[config.mk]
export PLATFORM = sky130hd
export DESIGN_NAME = ft_nmr_module
export DESIGN_NICKNAME = d
export VERILOG_FILES = /design/src/rtl/ft_pkg.sv /design/src/rtl/ft_voter.sv /design/src/rtl/ft_nmr_module.sv
export SDC_FILE = /design/constraint.sdc
export NUM_CORES = 2
export LEC_CHECK = 0
export CAP_MARGIN = 20
export CORE_UTILIZATION = 31
export DETAILED_ROUTE_END_ITERATION = 6
export SLEW_MARGIN = 20
export SYNTH_ARGS = -nofsm -noshare
export SYNTH_HDL_FRONTEND = slang
export SYNTH_SLANG_ARGS = --single-unit
[constraint.sdc]
create_clock -name clk_i -period 4.6 [get_ports clk_i]
set_input_delay 0.92 -clock clk_i [delete_from_list [all_inputs] [get_ports clk_i]]
set_output_delay 0.92 -clock clk_i [all_outputs]
set_load 0.01 [all_outputs]
[src/rtl/ft_pkg.sv]
// Shared types for the N-modular-redundancy fault-tolerance block.
// - ft_state_e : recovery sequencer states
// - vote_t     : result of comparing the per-core writeback tuples
package ft_pkg;

  // The voter is written for at most three cores; masks are sized for that.
  localparam int MAX_CORES = 3;

  typedef enum logic [2:0] {
    RUN    = 3'd0,
    HALT   = 3'd1,
    RESET  = 3'd2,
    REPLAY = 3'd3,
    RESUME = 3'd4
  } ft_state_e;

  // agree         : every core presented the same tuple
  // majority_idx  : a core whose tuple is the agreed/majority one
  // minority_mask : one-hot of the outvoted core (TMR with a majority only)
  // uncorrectable : TMR with all three tuples different
  typedef struct packed {
    logic                 agree;
    logic [1:0]           majority_idx;
    logic [MAX_CORES-1:0] minority_mask;
    logic                 uncorrectable;
  } vote_t;

endpackage

[src/rtl/ft_voter.sv]
// Combinational tuple voter for 2 (DMR) or 3 (TMR) redundant cores.
// Ports:
// - we   : per-core GPR write enable
// - addr : per-core GPR address, core k at [k*ADDR_WIDTH +: ADDR_WIDTH]
// - data : per-core GPR data, same packing (ignored when that core's we=0)
// - pc   : per-core retired PC, same packing
// - vote : agreement / majority / minority / uncorrectable summary
module ft_voter
  import ft_pkg::*;
#(
  parameter int NUM_CORES  = 3,
  parameter int ADDR_WIDTH = 5,
  parameter int DATA_WIDTH = 32
) (
  input  logic [NUM_CORES-1:0]            we,
  input  logic [NUM_CORES*ADDR_WIDTH-1:0] addr,
  input  logic [NUM_CORES*DATA_WIDTH-1:0] data,
  input  logic [NUM_CORES*DATA_WIDTH-1:0] pc,
  output vote_t                           vote
);

  localparam int TUPLE_W = 1 + ADDR_WIDTH + 2 * DATA_WIDTH;

  logic [TUPLE_W-1:0] tuple [NUM_CORES];

  // Data is masked when the core does not write, so stale data on an idle
  // port can never cause a disagreement.
  always_comb begin
    for (int k = 0; k < NUM_CORES; k++) begin
      tuple[k] = {we[k],
                  addr[k*ADDR_WIDTH +: ADDR_WIDTH],
                  we[k] ? data[k*DATA_WIDTH +: DATA_WIDTH] : {DATA_WIDTH{1'b0}},
                  pc[k*DATA_WIDTH +: DATA_WIDTH]};
    end
  end

  if (NUM_CORES == 2) begin : g_dmr
    // Detect-only: no majority, no minority, never uncorrectable here.
    always_comb begin
      vote       = '0;
      vote.agree = (tuple[0] == tuple[1]);
    end
  end else begin : g_tmr
    logic eq01, eq02, eq12;

    assign eq01 = (tuple[0] == tuple[1]);
    assign eq02 = (tuple[0] == tuple[2]);
    assign eq12 = (tuple[1] == tuple[2]);

    always_comb begin
      vote               = '0;
      vote.agree         = eq01 & eq12;
      vote.uncorrectable = ~(eq01 | eq02 | eq12);
      // Core 0 is in the majority whenever it matches anyone; otherwise
      // only cores 1 and 2 can form it.
      vote.majority_idx  = (eq01 | eq02) ? 2'd0 : 2'd1;
      if (!vote.agree) begin
        if (eq01)      vote.minority_mask = 3'b100;
        else if (eq02) vote.minority_mask = 3'b010;
        else if (eq12) vote.minority_mask = 3'b001;
        else           vote.minority_mask = 3'b000;
      end
    end
  end

endmodule

[src/rtl/ft_nmr_module.sv]
// N-modular-redundancy supervisor for a 2- or 3-core lockstep cluster.
// Votes every cycle's GPR writeback and retired PC, commits agreed writes to
// a shadow GPR file and shadow PC, and on disagreement runs the recovery
// sequence HALT -> RESET -> REPLAY -> RESUME -> RUN.
// Ports:
// - clk_i, rst_i           : clock, synchronous active-high reset
// - we_i/addr_i/data_i/pc_i: packed per-core writeback, core k at slot k
// - halted_i               : per-core halted status
// - halt_o/reset_o/resume_o: core controls
// - replay_valid_o/addr_o/data_o : shadow GPR replay stream
// - spc_o                  : shadow (restart) PC
// - error_o                : one-cycle pulse per detected disagreement
// - fatal_o                : sticky, uncorrectable vote or halt timeout
// - faulty_core_o          : sticky one-hot of outvoted cores (TMR)
// - err_count_o            : saturating disagreement count
// - state_o                : current sequencer state (debug)
module ft_nmr_module
  import ft_pkg::*;
#(
  parameter int                    NUM_CORES    = 3,
  parameter int                    ADDR_WIDTH   = 5,
  parameter int                    DATA_WIDTH   = 32,
  parameter logic [DATA_WIDTH-1:0] BOOT_ADDR    = 32'h0000_0080,
  parameter int                    HALT_TIMEOUT = 64,
  parameter int                    CNT_WIDTH    = 8
) (
  input  logic                            clk_i,
  input  logic                            rst_i,
  input  logic [NUM_CORES-1:0]            we_i,
  input  logic [NUM_CORES*ADDR_WIDTH-1:0] addr_i,
  input  logic [NUM_CORES*DATA_WIDTH-1:0] data_i,
  input  logic [NUM_CORES*DATA_WIDTH-1:0] pc_i,
  input  logic [NUM_CORES-1:0]            halted_i,
  output logic                            halt_o,
  output logic                            reset_o,
  output logic                            resume_o,
  output logic                            replay_valid_o,
  output logic [ADDR_WIDTH-1:0]           replay_addr_o,
  output logic [DATA_WIDTH-1:0]           replay_data_o,
  output logic [DATA_WIDTH-1:0]           spc_o,
  output logic                            error_o,
  output logic                            fatal_o,
  output logic [NUM_CORES-1:0]            faulty_core_o,
  output logic [CNT_WIDTH-1:0]            err_count_o,
  output ft_state_e                       state_o
);

  localparam int                    DEPTH     = 2 ** ADDR_WIDTH;
  localparam int                    TMO_W     = $clog2(HALT_TIMEOUT + 1);
  localparam logic [ADDR_WIDTH-1:0] LAST_ADDR = '1;

  ft_state_e             state_q, state_d;
  vote_t                 vote;
  logic [DATA_WIDTH-1:0] shadow_q [DEPTH];
  logic [ADDR_WIDTH-1:0] replay_addr_q;
  logic [TMO_W-1:0]      halt_cnt_q;
  logic                  error_q;
  logic                  fatal_q;
  logic [NUM_CORES-1:0]  faulty_q;
  logic [CNT_WIDTH-1:0]  err_cnt_q;
  logic [DATA_WIDTH-1:0] spc_q;

  ft_voter #(
    .NUM_CORES  (NUM_CORES),
    .ADDR_WIDTH (ADDR_WIDTH),
    .DATA_WIDTH (DATA_WIDTH)
  ) u_voter (
    .we   (we_i),
    .addr (addr_i),
    .data (data_i),
    .pc   (pc_i),
    .vote (vote)
  );

  // Winning tuple: the agreed one, or the TMR majority.
  logic [1:0]            maj_idx;
  logic                  sel_we;
  logic [ADDR_WIDTH-1:0] sel_addr;
  logic [DATA_WIDTH-1:0] sel_data;
  logic [DATA_WIDTH-1:0] sel_pc;

  assign maj_idx  = vote.majority_idx;
  assign sel_we   = we_i[maj_idx];
  assign sel_addr = addr_i[maj_idx*ADDR_WIDTH +: ADDR_WIDTH];
  assign sel_data = data_i[maj_idx*DATA_WIDTH +: DATA_WIDTH];
  assign sel_pc   = pc_i[maj_idx*DATA_WIDTH +: DATA_WIDTH];

  logic in_run, mismatch, have_major, commit, halt_timeout;

  // Inputs only matter in RUN; during recovery the cores are not trusted.
  assign in_run     = (state_q == RUN);
  assign mismatch   = in_run & ~vote.agree;
  // A TMR majority still commits in the mismatch cycle; DMR cannot tell
  // which side is right, so it commits only on full agreement.
  assign have_major = vote.agree | ((NUM_CORES == 3) & ~vote.uncorrectable);
  // Writes to x0 are architecturally void and silently dropped.
  assign commit     = in_run & have_major & sel_we & (sel_addr != '0);
  assign halt_timeout = (state_q == HALT) && !(&halted_i) &&
                        (halt_cnt_q == TMO_W'(HALT_TIMEOUT - 1));

  // Sequencer next state and control outputs, all decoded from state_q.
  // The replay stream is valid-only: a beat is presented for exactly one
  // cycle while replay_valid_o=1 and there is no backpressure.
  always_comb begin
    state_d        = state_q;
    halt_o         = 1'b0;
    reset_o        = 1'b0;
    resume_o       = 1'b0;
    replay_valid_o = 1'b0;
    unique case (state_q)
      RUN: begin
        if (!vote.agree) state_d = HALT;
      end
      HALT: begin
        halt_o = 1'b1;
        if ((&halted_i) || halt_timeout) state_d = RESET;
      end
      RESET: begin
        halt_o  = 1'b1;
        reset_o = 1'b1;
        state_d = REPLAY;
      end
      REPLAY: begin
        halt_o         = 1'b1;
        replay_valid_o = 1'b1;
        if (replay_addr_q == LAST_ADDR) state_d = RESUME;
      end
      RESUME: begin
        resume_o = 1'b1;
        state_d  = RUN;
      end
      default: state_d = RUN;
    endcase
  end

  assign replay_addr_o = replay_valid_o ? replay_addr_q : '0;
  assign replay_data_o = replay_valid_o ? shadow_q[replay_addr_q] : '0;
  assign spc_o         = spc_q;
  assign error_o       = error_q;
  assign fatal_o       = fatal_q;
  assign faulty_core_o = faulty_q;
  assign err_count_o   = err_cnt_q;
  assign state_o       = state_q;

  // Shadow GPR file; x0 is never written and always reads as zero.
  always_ff @(posedge clk_i) begin
    if (rst_i) begin
      for (int i = 0; i < DEPTH; i++) shadow_q[i] <= '0;
    end else if (commit) begin
      shadow_q[sel_addr] <= sel_data;
    end
  end

  always_ff @(posedge clk_i) begin
    if (rst_i) begin
      state_q       <= RUN;
      error_q       <= 1'b0;
      fatal_q       <= 1'b0;
      faulty_q      <= '0;
      err_cnt_q     <= '0;
      spc_q         <= BOOT_ADDR;
      halt_cnt_q    <= '0;
      replay_addr_q <= '0;
    end else begin
      state_q <= state_d;
      error_q <= mismatch;
      if (mismatch && (err_cnt_q != '1)) err_cnt_q <= err_cnt_q + 1'b1;
      if (in_run && have_major) spc_q <= sel_pc;
      if (mismatch && (NUM_CORES == 3) && !vote.uncorrectable)
        faulty_q <= faulty_q | vote.minority_mask[NUM_CORES-1:0];
      if ((in_run && vote.uncorrectable) || halt_timeout) fatal_q <= 1'b1;
      halt_cnt_q <= (state_q == HALT) ? halt_cnt_q + 1'b1 : '0;
      // x0 is never replayed, so the walk starts at address 1.
      if (state_q == RESET)       replay_addr_q <= ADDR_WIDTH'(1);
      else if (state_q == REPLAY) replay_addr_q <= replay_addr_q + 1'b1;
    end
  end

endmodule
# Yosys cells after proc, flatten, opt, wreduce, memory -nomap -nowiden
# Memories as Yosys holds them, arrays and structs flattened.
# Index checks and enable logic that the tools add are counted.
[op_classes]
eq_ne = 13
n_addsub = 3
order_cmp = 1
shifts = 3
bitwise = 12
n_mul = 1
reduce_logical = 18
muxes = 30
[ops]
columns = ["cell", "n"]
rows = [
  ["equality test 70 bit", 3],
  ["indexed part select 96 x 8 -> 32 bit", 2],
  ["2-to-1 mux 32 bit", 5],
  ["OR reduction 32 bit", 1],
  ["2-to-1 mux 3 bit", 6],
  ["2-to-1 mux 1 bit", 15],
  ["indexed part select 15 x 6 -> 5 bit", 1],
  ["one-hot mux 3 bit (4 select lines)", 1],
  ["2-to-1 mux 5 bit", 2],
  ["adder 8 x 1 -> 8 bit, second input constant", 1],
  ["!= test 8 bit, second input constant", 1],
  ["adder 7 x 1 -> 7 bit, second input constant", 1],
  ["equality test 7 x 6 -> 1 bit, second input constant", 1],
  ["equality test 3 x 2 -> 1 bit, second input constant", 2],
  ["logical AND 1 bit", 6],
  ["!= test 2 bit, second input constant", 3],
  ["AND reduction 3 bit", 2],
  ["adder 5 x 1 -> 5 bit, second input constant", 1],
  ["bitwise AND 1 bit", 5],
  ["equality test 5 bit, second input constant", 1],
  ["multiplier 2 x 3 -> 5 bit, second input constant", 1],
  ["nonzero test 5 bit", 1],
  ["OR reduction 2 bit", 2],
  ["equality test 3 x 1 -> 1 bit, second input constant", 1],
  ["other kinds (11)", 16],
]
[totals]
regBits = 60
mem_bits_rw = 1024
out_inout_bits = 89
memories = 1
[mem_list]
columns = ["name", "depth", "word_bits", "rd", "rd_clocked_by_memory_dff", "write_ports", "line", "rtl"]
rows = [
  ["shadow_q", 32, 32, 1, 0, 32, "ft_nmr_module.sv:54", "logic [DATA_WIDTH-1:0] shadow_q [DEPTH];"],
]

# Longest topological paths before layout
[logic_depth]
word_depth = 13
depth_mapped = 14
ltp_nobuf = 8

# By module
# Synthesis repeated with hierarchy kept, for this count alone.
[hier_totals]
cells_unflattened = 4317
hier_area_um2 = 53060.9
[by_module_without_submodules]
columns = ["module", "cells_per_inst", "n_inst", "area_each_um2"]
rows = [
  ["ft_nmr_module", 3785, 1, 49537.5],
  ["ft_voter", 532, 1, 3523.4],
]

# Least setup slack after synthesis
# OpenSTA, ideal clock, no wires.
[synth_path]
path_type = "input -> register"
start = "input addr_i[3]"
end = "memory shadow_q[17][0], enable pin"
path_buffers = 4
arrival_ns = 3.932
setup_time_ns = 0.560
slack_ns = 0.108
cell_stages = 12
path_cell_list = "clkbuf_1 xnor2_1 nand4_1 nor4_1 nand4_1 or4_1 or2_1 clkbuf_1 buf_2 nand3_1 clkbuf_1 nand3b_1"
[synth_rtl]
columns = ["item", "line", "rtl"]
rows = [
  ["start, declared", "ft_nmr_module.sv:30", "input logic [NUM_CORES*ADDR_WIDTH-1:0] addr_i,"],
  ["end, declared", "ft_nmr_module.sv:54", ""],
]

# Worst setup path after layout
[layout_path]
start = "register replay_addr_q[0]"
end = "output replay_data_o[26]"
[layout_via]
elab_chain_cells = 2
[layout_rtl]
columns = ["item", "line", "rtl"]
rows = [
  ["start, declared", "ft_nmr_module.sv:55", "logic [ADDR_WIDTH-1:0] replay_addr_q;"],
  ["start signal, assigned", "ft_nmr_module.sv:175", "else if (state_q == REPLAY) replay_addr_q <= replay_addr_q + 1'b1;"],
  ["memory (32 x 32 bit)", "--", ""],
  ["2-to-1 mux 32 bit", "ft_nmr_module.sv:137", "assign replay_data_o = replay_valid_o ? shadow_q[replay_addr_q] : '0;"],
  ["end, declared", "ft_nmr_module.sv:39", "output logic [DATA_WIDTH-1:0] replay_data_o,"],
]
# Every way passes these cells.

==> impl_metrics.tcl <==
set metrics [dict create \
    cts_tree "yes" \
    grtUsageTotal_pct 24.5 \
    place_area_um2 66400 \
    rsz0062_at_grt "true" \
    synth-main-ff-cell "edfxtp_1" \
    ios 304 \
    routedWlPerCell_um 33.7 \
    initial_utilization_pct 31.4 \
    cts.sinks 1084 \
    criticalPathCategory "reg -> out" \
    worst_pin_slew_ns 0.951 \
    nNetsFinal 4674 \
    fin_crit_sh_pct 99.9 \
    synthCells 4152 \
    yosys-top-cells-area "edfxtp_1 54%, mux4_2 13%, a22oi_1 12%, clkbuf_1 2.8%, a22oi_2 2.5%" \
    area_growth_pct 24.7 \
    numCtsBuffers 115 \
    cts.htree.levels 3 \
    r2r_setup_slack_ns 1.55 \
    yosysSeqAreaShare_pct 56.1 \
    port_buffers 303 \
    p_leak_nw 24.3 \
    wl_um 234000 \
    period_minus_slack_ns 4.60 \
    combPwrFrac_pct 12.9 \
    syn_area_per_cell_um2 13.7 \
    clock.fmax_mhz 218 \
    whs_ns 0.442 \
    synth_edf_count 1024 \
    startpoint_type "flip-flop" \
    r2r_cells 8 \
    p_int_w 0.0176 \
    setup_tns_ns 0 \
    synth_top_area_share_pct 54.0 \
    p_clk_share_pct 39.6 \
    synth-seq-cells 1084 \
    rr_endpoint "shadow_q[9][4]" \
    routed-via-count 44100 \
    fin_util_pct 39.1 \
    hold_viol_final 0 \
    clk_pin_slew_ns 0.06 \
    worst_hold_path.endpoint "halt_cnt_q[0]" \
    ant_nets 0 \
    p_seq_share_pct 47.5 \
    setup_viol 0 \
    drc 0 \
    rows 156 \
    yosysTopAreaCell "edfxtp_1" \
    place_hpwl_um 152000 \
    grt_max_degree 123 \
    gp_congestion 0.959 \
    antenna_found_initial 23 \
    grt_pass1_wl_um 327000 \
    viasPerCell 6.36 \
    report.final.slew_viol_count 0 \
    drive_gt1_share_pct 25.8 \
    grt_overflow 0 \
    ctsLongestPathBuffers 3 \
    slew_headroom_pct 36.5 \
    p_sw_w 0.00599 \
    synth_cell_types 65 \
    die_w_um 431 \
    status "finished clean" \
    netlist_area_um2 56900 \
    swShare_pct 25.4 \
    hp-class "reg -> reg" \
    final_cell_area_um2 71000 \
    crit_fanout 14 \
    critPathLaunch "replay_addr_q[0]" \
    peakVddDrop_v 0.000317 \
    drtIter0Drc 7091 \
    core_area_um2 182000 \
    die_area_um2 185000 \
    min_from "halt_cnt_q[0]" \
    cp.required_ns 3.68 \
    drv_cap 0 \
    die_h_um 431 \
    synthArstFlopShare_pct 0 \
    arrival_ns 3.68 \
    clock_latency_ns 0.77 \
    drt_pass1_iterations 6 \
    root_buffer "clkbuf_16" \
    clock-skew-final_ns 0.0356 \
    end_kind "primary output" \
    timing.rr.start "state_o[0]" \
    grt_pass1_vias 42200 \
    min_path_cells 1 \
    p_per_area_nw_per_um2 332 \
    synth_warnings 0 \
]
cells in the final DEF (no fill, tap or decap), types with 23 or more instances in the layout:
| cell type | count |
|---|---|
| a211oi_1 | 31 |
| a22oi_1 | 881 |
| a22oi_2 | 116 |
| a31oi_1 | 38 |
| buf_12 | 175 |
| buf_4 | 233 |
| clkbuf_16 | 117 |
| clkdlybuf4s50_1 | 270 |
| clkinv_2 | 27 |
| conb_1 | 32 |
| dfxtp_1 | 56 |
| dlygate4sd2_1 | 26 |
| edfxtp_1 | 1024 |
| mux4_2 | 320 |
| nand2_1 | 79 |
| nand2b_1 | 48 |
| nand3_1 | 50 |
| nand3_2 | 24 |
| nand3b_1 | 31 |
| nand4_1 | 23 |
| nor2_1 | 131 |
| nor3_1 | 77 |
| nor4_1 | 47 |
| nor4bb_1 | 30 |
| o21ai_0 | 95 |
| o21ai_2 | 32 |
| o21ai_4 | 31 |
| o31ai_1 | 33 |
| or3_1 | 35 |
| xnor2_1 | 88 |
| xor2_1 | 69 |
through the flow:
step,cells,power (W),setup WS [ns]
3_5_place_dp,6659,0.0142,-0.490
5_1_grt,6939,0.0241,-0.0256
6_report,6942,0.0236,0.00473
4_1_cts,6891,0.0235,-0.0923
2_1_floorplan,4183,0.0128,0.108
3_3_place_gp,6659,0.0142,-0.471
final cells by class:
class	instances	area (um2)
Antenna cell	20	50.0
Clock buffer	141	3020
Clock inverter	73	693
Fill cell	16900	111000
Inverter	15	56.3
Multi-Input combinational cell	2508	23500
Sequential cell	1084	32000
Tap cell	2370	2970
Timing Repair Buffer	731	8790
cells by family after synthesis:
family	synth area share, %
fa+ha+maj	0.0879
other cells	0.00659
mux	12.8
compound gates	17.9
simple gates	6.40
xor+xnor	2.41
flops	56.1
buf+inv	4.25
repair_timing:
action,CTS,global route
gates cloned,6,3
setup buffers,12,28
pin swaps,1,3
resized for setup,82,12
hold buffers,0,0
setup endpoints to repair,32,7
worst max path at each step:
stage	end	slack, ns	cells after the start
2_1_floorplan	shadow_q[17][0]	0.11	12
3_3_place_gp	shadow_q[23][16]	-0.47	13
3_5_place_dp	shadow_q[23][12]	-0.49	13
4_1_cts	replay_data_o[13]	-0.09	7
5_1_grt	replay_data_o[26]	-0.03	9
6_report	replay_data_o[26]	0.005	9
flip-flops by register name (all words and copies together) (netlist names):
| register | count |
|---|---|
| err_count_o | 8 |
| error_o | 1 |
| fatal_o | 1 |
| faulty_core_o | 3 |
| halt_cnt_q | 7 |
| replay_addr_q | 5 |
| shadow_q | 1024 |
| spc_o | 32 |
| state_o | 3 |
critical path, cell delays in order, from the launching register on:
cell           delay (ns)
dfxtp_4              0.42
buf_12               0.16
buf_16               0.17
buf_4                0.14
buf_12               0.09
buf_16               0.16
mux4_2               0.58
mux4_2               0.55
a22o_4               0.29
dlygate4sd2_1        0.30
power by group through the flow:
stage	Sequential, W	Combinational (W)	Clock (W)
2_1_floorplan	0.0114	0.00140	0
3_3_place_gp	0.0114	0.00276	0
3_5_place_dp	0.0114	0.00277	0
4_1_cts	0.0112	0.00292	0.00939
5_1_grt	0.0112	0.00314	0.00971
6_report	0.0112	0.00304	0.00933
per-layer routing:
| layer | global-route usage (%) | vias to the layer above | share of wire (%) |
|---|---|---|---|
| li1 | - | 17700 | - |
| met1 | 31.5 | 22800 | 37 |
| met2 | 38.6 | 3148 | 47 |
| met3 | 6.06 | 505 | 11 |
| met4 | 12.0 | 4 | 5.3 |
| met5 | 0 | - | 0.0098 |
Yosys cell counts (60+ instances only):
cell and number:
xnor2_1 88, mux4_2 320, o21ai_0 110, buf_2 61, nor3_1 78, nand2_1 80, nand3_1 74, dfxtp_1 60
clkbuf_1 432, xor2_1 69, a22oi_1 881, a22oi_2 116, edfxtp_1 1024, nor2_1 133, buf_1 66
(Power assumes the default switching activity.)
